`src/rtl/lix_skid_buf.sv`:
```
// Two-entry elastic buffer with valid/ready handshake on both sides.
// Vacated head/skid storage is written to zero so no stale share word lingers.
module lix_skid_buf #(
    parameter int unsigned W = 32
) (
    input  logic         clk_i,
    input  logic         rst_ni,
    input  logic         i_vld,
    input  logic [W-1:0] i_x,
    output logic         o_rdy,
    output logic         o_vld,
    output logic [W-1:0] o_z,
    input  logic         i_rdy,
    input  logic         i_flush,
    output logic [1:0]   o_cnt
);

    typedef enum logic [1:0] {
        EMPTY = 2'd0,
        ONE   = 2'd1,
        FULL  = 2'd2
    } state_e;

    state_e         state_q, state_d;
    logic [W-1:0]   head_q, head_d;
    logic [W-1:0]   skid_q, skid_d;
    logic           push, pop;

    // Handshakes use the registered flags only, so i_x is ignored without push.
    assign push = i_vld & o_rdy;
    assign pop  = o_vld & i_rdy;

    always_ff @(posedge clk_i or negedge rst_ni) begin
        if (!rst_ni) begin
            state_q <= EMPTY;
            head_q  <= '0;
            skid_q  <= '0;
        end else begin
            state_q <= state_d;
            head_q  <= head_d;
            skid_q  <= skid_d;
        end
    end

    always_comb begin
        state_d = state_q;
        head_d  = head_q;
        skid_d  = skid_q;
        if (i_flush) begin
            state_d = EMPTY;
            head_d  = '0;
            skid_d  = '0;
        end else begin
            unique case (state_q)
                EMPTY: begin
                    if (push) begin
                        head_d  = i_x;
                        state_d = ONE;
                    end
                end
                ONE: begin
                    if (push && pop) begin
                        head_d = i_x;
                    end else if (push) begin
                        skid_d  = i_x;
                        state_d = FULL;
                    end else if (pop) begin
                        head_d  = '0;
                        state_d = EMPTY;
                    end
                end
                FULL: begin
                    if (pop) begin
                        head_d  = skid_q;
                        skid_d  = '0;
                        state_d = ONE;
                    end
                end
                default: begin
                    state_d = EMPTY;
                    head_d  = '0;
                    skid_d  = '0;
                end
            endcase
        end
    end

    // Status outputs decode the state register directly; no input reaches them.
    always_comb begin
        o_cnt = state_q;
        o_vld = (state_q == ONE) || (state_q == FULL);
        o_rdy = (state_q != FULL);
        o_z   = head_q;
    end

endmodule

```
`config.mk`:
```
export PLATFORM = sky130hd
export DESIGN_NAME = lix_skid_buf
export DESIGN_NICKNAME = d
export VERILOG_FILES = /design/src/rtl/lix_skid_buf.sv
export SDC_FILE = /design/constraint.sdc
export NUM_CORES = 1
export LEC_CHECK = 0
export ABC_AREA = 1
export CORE_ASPECT_RATIO = 1.1
export CORE_UTILIZATION = 52
export CTS_CLUSTER_SIZE = 24
export DETAILED_ROUTE_END_ITERATION = 7
export HOLD_SLACK_MARGIN = 0.08
export PLACE_DENSITY = 0.89
export SLEW_MARGIN = 20
export SYNTH_ARGS = -nofsm -noshare
export SYNTH_HDL_FRONTEND = slang
export SYNTH_SLANG_ARGS = --single-unit
export TNS_END_PERCENT = 10
```
`constraint.sdc`:
```
create_clock -name clk_i -period 1.95 [get_ports clk_i]
set_input_delay 0.39 -clock clk_i [delete_from_list [all_inputs] [get_ports clk_i]]
set_output_delay 0.39 -clock clk_i [all_outputs]
set_load 0.01 [all_outputs]
```
# After elaboration in Yosys (flattened, before gate mapping)

Index checks and enable logic that the tools add are counted.

Register bits after elaboration: 66
Bits of input ports: 37
Output and inout bits: 36
Word-level logic and storage cells: 39

Equality and inequality tests: 11
Mux-type cells: 17
Bitwise gates (word level): 2
Reductions and logical operators: 6

Operators by type and width:

| cell                                                             | count |
|---|---|
| 32-bit two-way mux                                               | 8 |
| 32-bit case mux with 3 select lines                              | 2 |
| 2-bit two-way mux                                                | 6 |
| 3-bit inequality test (second input constant)                    | 4 |
| 4-bit inequality test (second input constant)                    | 3 |
| 4-bit AND reduction                                              | 3 |
| 2-bit case mux with 3 select lines                               | 1 |
| 2-bit inequality test (second input constant)                    | 2 |
| 1-bit bitwise AND                                                | 2 |
| 2-bit by 1-bit == test with 1-bit output (second input constant) | 1 |
| 2-bit == test (second input constant)                            | 1 |
| 2-bit logical NOT                                                | 1 |
| 1-bit logical AND                                                | 1 |
| 1-bit logical OR                                                 | 1 |

# Logic depth before layout (Yosys ltp)

Gate-level depths: netlist (run 1).

Depth in word-level cells: 8
Depth in mapped cells: 11
Depth with buffers taken out: 9

# Worst setup path before layout (run 1)

Ideal clock, no wire load.

Path kind: reg-to-reg
Start: register state_q[0] (netlist: o_cnt[0])
End: register head_q[0] (netlist: o_z[0])
Setup time: 116 ps
Arrival: 1613 ps
Setup slack: 221 ps
Cell stages (with the launch flop): 10
Buffers on the path: 1
Period minus slack after synthesis: 1729 ps
Cell sequence: dfrtp_1 > inv_1 > ha_1 > nand2_1 > inv_1 > nand2_1 > clkbuf_1 > o21bai_1 > nand2_1 > nand2_1

Cells in the longest elaborated chain, start to end: 7

Ends and longest elaborated chain:

| element                                                                          | line | source |
|---|---|---|
| start, declared                                                                  | 24   | `state_e state_q, state_d;` |
| start signal, assigned                                                           | 39   | `state_q <= state_d;` |
| 2-bit by 1-bit == test with 1-bit output / 2-bit == test (equally long branches) | 91   | `o_vld = (state_q == ONE) \|\| (state_q == FULL);` |
| 1-bit logical OR *                                                               | 91   |  |
| via o_vld                                                                        | 11   | `output logic o_vld,` |
| 1-bit bitwise AND *                                                              | 31   | `assign pop = o_vld & i_rdy;` |
| 1-bit logical AND                                                                | 62   | `if (push && pop) begin` |
| 32-bit two-way mux                                                               | 62   |  |
| 32-bit case mux with 3 select lines                                              | 54   | `unique case (state_q)` |
| 32-bit two-way mux                                                               | 49   | `if (i_flush) begin` |
| end signal, assigned                                                             | 36   | `head_q <= '0;` |
| end signal, assigned                                                             | 40   | `head_q <= head_d;` |
| end, declared                                                                    | 25   | `logic [W-1:0] head_q, head_d;` |

The timed path passes the listed nets; every way through them passes the cells marked *.
A chain may end at the register's enable or synchronous reset.

# Worst setup path in the final report (run 1)

Start: register state_q[1] (netlist: o_cnt[1])
End: output o_vld

Cells in the longest elaborated chain, start to end: 2

Ends and longest elaborated chain:

| element                                                                          | line |
|---|---|
| 2-bit by 1-bit == test with 1-bit output / 2-bit == test (equally long branches) | 91 |
| 1-bit logical OR *                                                               | 91 |
| end, declared                                                                    | 11 |

Mark *: on every way between the ends. The rest lies on a longest branch, timed or not.

==> run metrics, run 1 <==
status complete, no violations; IO Pins 73; Worst Path Class, Setup reg -> out; Starting Density around 53%; first-pass GRT wire length between 15000 and 20000 µm; Root Buffer clkbuf_8; Vias between 3000 and 4000; drt pass-1 iters 5; vias in the first global route about 3900; leakage power 2.54 nW; Mapped Area approximately 0.0037 mm²; DP Cell Count 675; Final Cycle Share 95.5%; Storage cell area between 0.0015 and 0.002 mm²; Sequential Power Share 32.3%; Num Clock Sinks 66; ys async rst share 100%; Setup Skew around 0.0076 ns; Max Freq around 540 MHz; ant diodes 0; Iter 0 DRT Violations ~300; Num CTS Buffers 9; die width roughly 83 µm; Clock Latency Late Sink ~0.35 ns; Synth top area share 44.3%; Min-Delay Endpoint o_z[6]$_DFFE_PN0P_; HP Class reg -> reg; Util after Layout between 60% and 70%; R2R Path Start o_cnt[1]$_DFFE_PN0P_; WHS Path Cells 2; GRT Total Usage between 20 and 30%; Max FO, Critical Path 3; Nets between 600 and 700; cell taking the most area after synthesis dfrtp_1; CP required about 1.6 ns; number of enable flip-flop cells after synthesis 0; Syn Inst Count 525; CP Capture Type output port; DIE HEIGHT between 90 and 100 µm; initial antenna violation count 0; crit path DAT around 1.5 ns; Worst Reg2Reg Path Length in Cells 9; internal power approximately 3.8 mW; top-count cell post-synth nand2_1; gpl congestion 0.819; clk slew on worst S/H paths 0.07 ns; input/output buffers 72; final setup vio count 0; antenna-violating nets left 0; fin. max-slew vios 0; Rel. slew slack between 50% and 60%; sequential area share after synthesis ~44%; DP HPWL approximately 6700 µm; critical path launch point type register; P_sw between 2 and 2.5 mW; Slew @ Worst Pin approximately 0.6 ns; Tmin final between 1.5 and 2 ns; Rows 32; Max Cap Viol 0; r2r endpoint skid_q[27]$_DFFE_PN0P_; launch point of the worst hold path o_z[6]$_DFFE_PN0P_; CTS tree done; Filler Cells Inserted slightly above 500; grt ovf 0; r2r setup slk roughly 0.09 ns; Synth warnings 0; pin count of the biggest net entering global routing 43; fin cells about 690; layout cells sized above 1 about a tenth; Synth top cells by count 295 x nand2_1, 66 x dfrtp_1, 36 x nand3_1; die area approximately 0.0075 mm²; Syn Nets about 570; Gate power share a little under half; Net Sw Frac 39.3%; vias per cell approximately 5.5; Wirelength per Cell 14.6 µm; Worst IR Drop VDD between 0.7 and 0.8 mV; final wirelength 10100 µm; library cells used by synthesis 22; top cells by area, synth dfrtp_1 44%, nand2_1 30%, o21bai_1 6.4%, nand3_1 4.8%, nor2_1 3.5%; Post-synth top flop dfrtp_1; H-tree Lvls 3; syn avg cell area 7.10 µm²; RSZ-0062 raised after global routing false; PwrDens around 1300 mW/mm²; drt drc 0; #FFs+latches synth 66; clock share of power 20.5%; Final Hold Fails 0; Core Footprint 0.00697 mm²; area of the multi-input gates ~0.0018 mm²; Area Growth Syn to Fin 29.8%; Max Buffers Root-to-Sink 2
## power by group through the flow
stage	logic, mW	clock network (mW)	registers [mW]
global route	3.26	1.36	2.06
CTS	2.93	1.30	2.01
floorplan	1.61	0	2.12
finish	2.96	1.28	2.02
detailed placement	2.91	0	2.02
global placement	2.81	0	2.01
## registers in the layout, indices dropped and copies added (netlist names)
name and flops:
o_z 32, skid_q 32, o_cnt 2
## what timing repair did
| action | in CTS | in global routing |
|---|---|---|
| endpoints found under the hold margin | 24 | 0 |
| hold buffers | 1 | 0 |
| resized for setup | 2 | 6 |
| setup buffers | 1 | 0 |
| endpoints found under the setup margin | 28 | 35 |
## critical path, cell delays in order, from the launching register on
cell	delay [ns]
dfrtp_1	0.42
inv_1	0.09
ha_1	0.31
dlygate4sd2_1	0.30
## how the worst max path moves through the flow
stage,start,endpoint
after floorplan,o_cnt[0]$_DFFE_PN0P_,o_z[0]$_DFFE_PN0P_
after global placement,i_flush,o_cnt[1]$_DFFE_PN0P_
after detailed placement,i_flush,skid_q[21]$_DFFE_PN0P_
after CTS,o_cnt[0]$_DFFE_PN0P_,o_rdy
after global routing,o_cnt[1]$_DFFE_PN0P_,o_z[8]$_DFFE_PN0P_
final,o_cnt[1]$_DFFE_PN0P_,o_vld
## kinds of logic after synthesis
logic type,after synthesis,synth area share (%)
buf+inv,44,6.55
fa+ha+maj,4,1.34
compound gates,35,7.15
flops,66,44.3
simple gates,376,40.6
## metrics by stage
| stage | TNS (ns) | hold slack, ns | instance area [µm²] | worst slack (ns) | power [mW] |
|---|---|---|---|---|---|
| finish | 0 | 0.482 | 4840 | 0.0885 | 6.25 |
| floorplan | 0 | 0.0944 | 3730 | 0.221 | 3.72 |
| global route | 0 | 0.505 | 4840 | 0.0364 | 6.68 |
| detailed placement | -7.00 | 0.428 | 4580 | -0.153 | 4.93 |
| global placement | -3.08 | 0.422 | 4580 | -0.0849 | 4.81 |
| CTS | -0.0862 | 0.483 | 4820 | -0.0862 | 6.24 |
## placed cells by master (no fill, tap or decap)
cell	n
a21oi_4	1
buf_12	3
buf_2	1
buf_4	25
bufinv_16	2
clkbuf_1	1
clkbuf_8	10
clkdlybuf4s50_1	69
clkinv_2	2
clkinvlp_4	1
dfrtp_1	66
dlygate4sd2_1	1
dlygate4sd3_1	1
dlymetal6s2s_1	1
ha_1	3
ha_4	1
inv_1	6
inv_2	3
inv_6	1
nand2_1	295
nand2_2	1
nand2_4	1
nand3_1	36
nand3_2	2
nand3_4	1
nor2_1	35
nor2_2	1
nor2_4	2
nor3_1	1
o21ai_0	1
o21ai_1	1
o21bai_1	32
or2_1	1
## cell type report
class | count | share of cell area (%)
Multi-Input combinational cell | 415 | 38.1
Tap cell | 85 | 2.20
Sequential cell | 66 | 34.1
Clock inverter | 5 | 1.60
Inverter | 10 | 0.879
Timing Repair Buffer | 101 | 20.2
Clock buffer | 11 | 2.92
## layer usage
layer	GRT usage, %	up-vias	routed length, µm
met5	0	-	0
met4	17.1	0	263
met3	6.36	40	664
met2	46.6	184	5050
met1	35.9	1785	4130
li1	-	1781	-
Power figures use the tool's default switching activity.
==> inputs of run 2 (changes only) <==
- ABC_CLOCK_PERIOD_IN_PS: not set -> 1950
- CTS_CLUSTER_DIAMETER: not set -> 40
- SLEW_MARGIN: 20 -> 40
==> results of run 2 <==
No change in the layout: final DEF, timing and power equal those of run 1.
==> inputs of run 3 (changes only) <==
- ABC_AREA: 1 -> not set
- ABC_CLOCK_PERIOD_IN_PS: 1950 -> not set
- CORE_UTILIZATION: 52 -> 49
- PLACE_DENSITY: 0.89 -> 0.88
==> run 3 against run 2 <==
Die area shrank 15%. Sequential power shrank 18%. Combinational power shrank 50%. Worst setup slack lost 0.051 ns. Wire length shrank 24%. Synthesized cell count shrank 46%. Critical path depth grew 4. First-iteration DRC count shrank 32%. Clock skew is essentially flat. Final cell count shrank 36%. Hold slack lost 0.11 ns.
==> run metrics, run 3 <==
status complete, no violations (unchanged); critical path launch point type register (unchanged); Synth top area share 55.3% (was 44.3%); HP Class in -> async (was reg -> reg); grt ovf 0 (unchanged); layout cells sized above 1 12.9% (was 9.54%); final wirelength 7680 µm (was 10100 µm); drt drc 0 (unchanged); Rel. slew slack 70.9% (was 59.1%); PwrDens 1070 mW/mm² (was 1290 mW/mm²); drt pass-1 iters 4 (was 5); Filler Cells Inserted 435 (was 509); Max Buffers Root-to-Sink 2 (unchanged); worst hold margin 0.374 ns (was 0.482 ns); Syn Nets 323 (was 566); fin. max-slew vios 0 (unchanged); gpl congestion 0.906 (was 0.819); post-layout instance area 0.00411 mm² (was 0.00484 mm²); cell taking the most area after synthesis dfrtp_1 (unchanged); Max FO, Critical Path 9 (was 3); Vias 2610 (was 3790); DP HPWL 4940 µm (was 6720 µm); Iter 0 DRT Violations 211 (was 309); ys async rst share 100% (unchanged); Worst Path Class, Setup reg -> reg (was reg -> out); RSZ-0062 raised after global routing true (was false); Mapped Area 0.00298 mm² (was 0.00373 mm²); top cells by area, synth dfrtp_1 55%, o2bb2ai_1 9.4%, a22oi_1 8.1%, a21oi_1 5.9%, nand3_1 5.4% (was dfrtp_1 44%, nand2_1 30%, o21bai_1 6.4%, nand3_1 4.8%, nor2_1 3.5%); sequential area share after synthesis 55.3% (was 44.3%); IO Pins 73 (unchanged); vias per cell 5.90 (was 5.47); number of enable flip-flop cells after synthesis 0 (unchanged); Worst Reg2Reg Path Length in Cells 7 (was 9); Nets 401 (was 644); Final Hold Fails 0 (unchanged); vias in the first global route 2569 (was 3903); worst path cell trace inv_1 -> ha_4 -> a21bo_2 -> a221oi_4 -> buf_4 -> nand3_1 -> a21oi_1 (was inv_1 -> ha_1 -> dlygate4sd2_1); dpl ws -0.0774 ns (was -0.153 ns); die area 0.00641 mm² (was 0.00751 mm²); ant diodes 0 (unchanged); Wirelength per Cell 17.4 µm (was 14.6 µm); Critical-path top delay cell dfrtp_1 (unchanged); top-count cell post-synth dfrtp_1 (was nand2_1); GRT Total Usage 25.5% (was 29.4%); Final Cycle Share 98.1% (was 95.5%); first-pass GRT wire length 12400 µm (was 16800 µm); Clock Latency Late Sink 0.34 ns (was 0.35 ns); Tmin final 1.91 ns (was 1.86 ns); Syn Inst Count 282 (was 525); H-tree Lvls 3 (unchanged); most frequent cells in the layout 69 x clkdlybuf4s50_1, 66 x dfrtp_1, 35 x a21oi_1 (was 295 x nand2_1, 69 x clkdlybuf4s50_1, 66 x dfrtp_1); Num Clock Sinks 66 (unchanged); Starting Density 51.4% (was 53.5%); final setup vio count 0 (unchanged); syn avg cell area 10.6 µm² (was 7.10 µm²); Setup Skew 0.00760 ns (was 0.00764 ns); Post-DP Area 0.00384 mm² (was 0.00458 mm²); Synth warnings 0 (unchanged); Rows 29 (was 32); crit path DAT 2.18 ns (was 1.47 ns); Synth top cells by count 66 x dfrtp_1, 35 x a21oi_1, 33 x nand2_1 (was 295 x nand2_1, 66 x dfrtp_1, 36 x nand3_1); clk slew on worst S/H paths 0.07 ns (about the same); Area Growth Syn to Fin 37.7% (was 29.8%); antenna-violating nets left 0 (unchanged); die width 76.4 µm (was 82.7 µm); Slew @ Worst Pin 0.437 ns (was 0.613 ns); most common cell after layout, fill and taps aside clkdlybuf4s50_1 (was nand2_1); largest stage delay on the critical path 0.43 ns (was 0.42 ns); CP Capture Type register (was output port); leakage power 1.71 nW (was 2.54 nW); Root Buffer clkbuf_8 (unchanged); Core Footprint 0.00581 mm² (was 0.00697 mm²); #FFs+latches synth 66 (unchanged); Max Freq 523 MHz (was 537 MHz); fin worst setup slack 0.0378 ns (was 0.0885 ns); initial antenna violation count 0 (unchanged); pin count of the biggest net entering global routing 37 (was 43); Worst IR Drop VDD 0.559 mV (was 0.728 mV); input/output buffers 72 (unchanged); Num CTS Buffers 9 (unchanged); library cells used by synthesis 27 (was 22); Post-synth top flop dfrtp_1 (unchanged); CTS tree done (unchanged); CP required 2.22 ns (was 1.56 ns); Max Cap Viol 0 (unchanged); DIE HEIGHT 83.8 µm (was 90.8 µm)
==> run 3: cell types whose count changed in the layout (fill, tap and decap cells not counted), sizes merged, moves of 7 or more <==
cell and delta:
inv -7, nand2 -263, nor2 -35, o2bb2ai +32, o21bai -32, nand3 -7
buf -7, a22oi +32, a21oi +34
==> run 3: worst max-delay path, delay by kind of cell (launching register included) <==
kind            cells  cell delay, ns
simple gates        1            0.12
flops               1            0.43
buf+inv             2            0.36
fa+ha+maj           1            0.24
compound gates      3            0.69
==> run 3: cells by family (layout without fill, tap and decap cells) <==
group | Yosys count | count (layout) | share of synthesized area, %
adders and majority gates | 4 | 4 | 1.68
AOI/OAI and AO/OA | 108 | 108 | 26.4
DFF | 66 | 66 | 55.3
and+or+nand+nor | 74 | 74 | 11.4
buffers and inverters | 30 | 113 | 5.16
==> run 3: worst paths after layout <==
kind	from	endpoint	slack [ns]
max in group asynchronous	rst_ni	o_z[6]$_DFFE_PN0P_	0.96
min in group clk_i	o_z[13]$_DFFE_PN0P_	o_z[13]$_DFFE_PN0P_	0.49
hold / removal	rst_ni	o_z[21]$_DFFE_PN0P_	0.37
setup / recovery	o_cnt[1]$_DFFE_PN0P_	skid_q[2]$_DFFE_PN0P_	0.04
hold reg to reg	o_z[13]$_DFFE_PN0P_	o_z[13]$_DFFE_PN0P_	0.49
setup reg to reg	o_cnt[1]$_DFFE_PN0P_	skid_q[2]$_DFFE_PN0P_	0.04
==> run 3: metrics by stage <==
step	util (%)	TNS (ns)	power (mW)	cells
floorplan	-	0	2.45	282
global placement	66.2	-0.389	3.10	424
detailed placement	66.2	-2.17	3.13	424
CTS	70.7	0	4.41	442
global route	70.8	-0.0932	4.59	442
finish	70.8	0	4.41	442
==> run 3: layout make-up <==
class,count,area [µm²],area share (%)
clock buffers,13,179,4.35
clock inverters,3,45.0,1.10
inverters,3,11.3,0.274
multi-input cells,186,1210,29.4
flip-flops and latches,66,1650,40.2
well taps,77,96.3,2.34
repair buffers,94,918,22.3
==> run 3: timing repair <==
action,4_1_cts,5_1_grt
pin swaps,0,1
hold endpoints to repair,2,0
endpoints found under the setup margin,8,48
resized for setup,5,3
setup buffers,1,0
hold buffers,1,0
==> run 3: layer usage <==
layer  track usage (%)  wire [µm]  up-vias
met5                 0          0        -
met4              15.2        186        0
met3              4.26        449       17
met2              42.3       3810      109
met1              31.2       3230     1279
li1                  -          -     1205
==> run 3: where the power goes <==
part	internal (mW)	leakage, nW	switching [mW]
Sequential	1.55	0.903	0.106
Clock	0.730	0.108	0.534
Combinational	0.692	0.695	0.797
Total	2.97	1.71	1.44
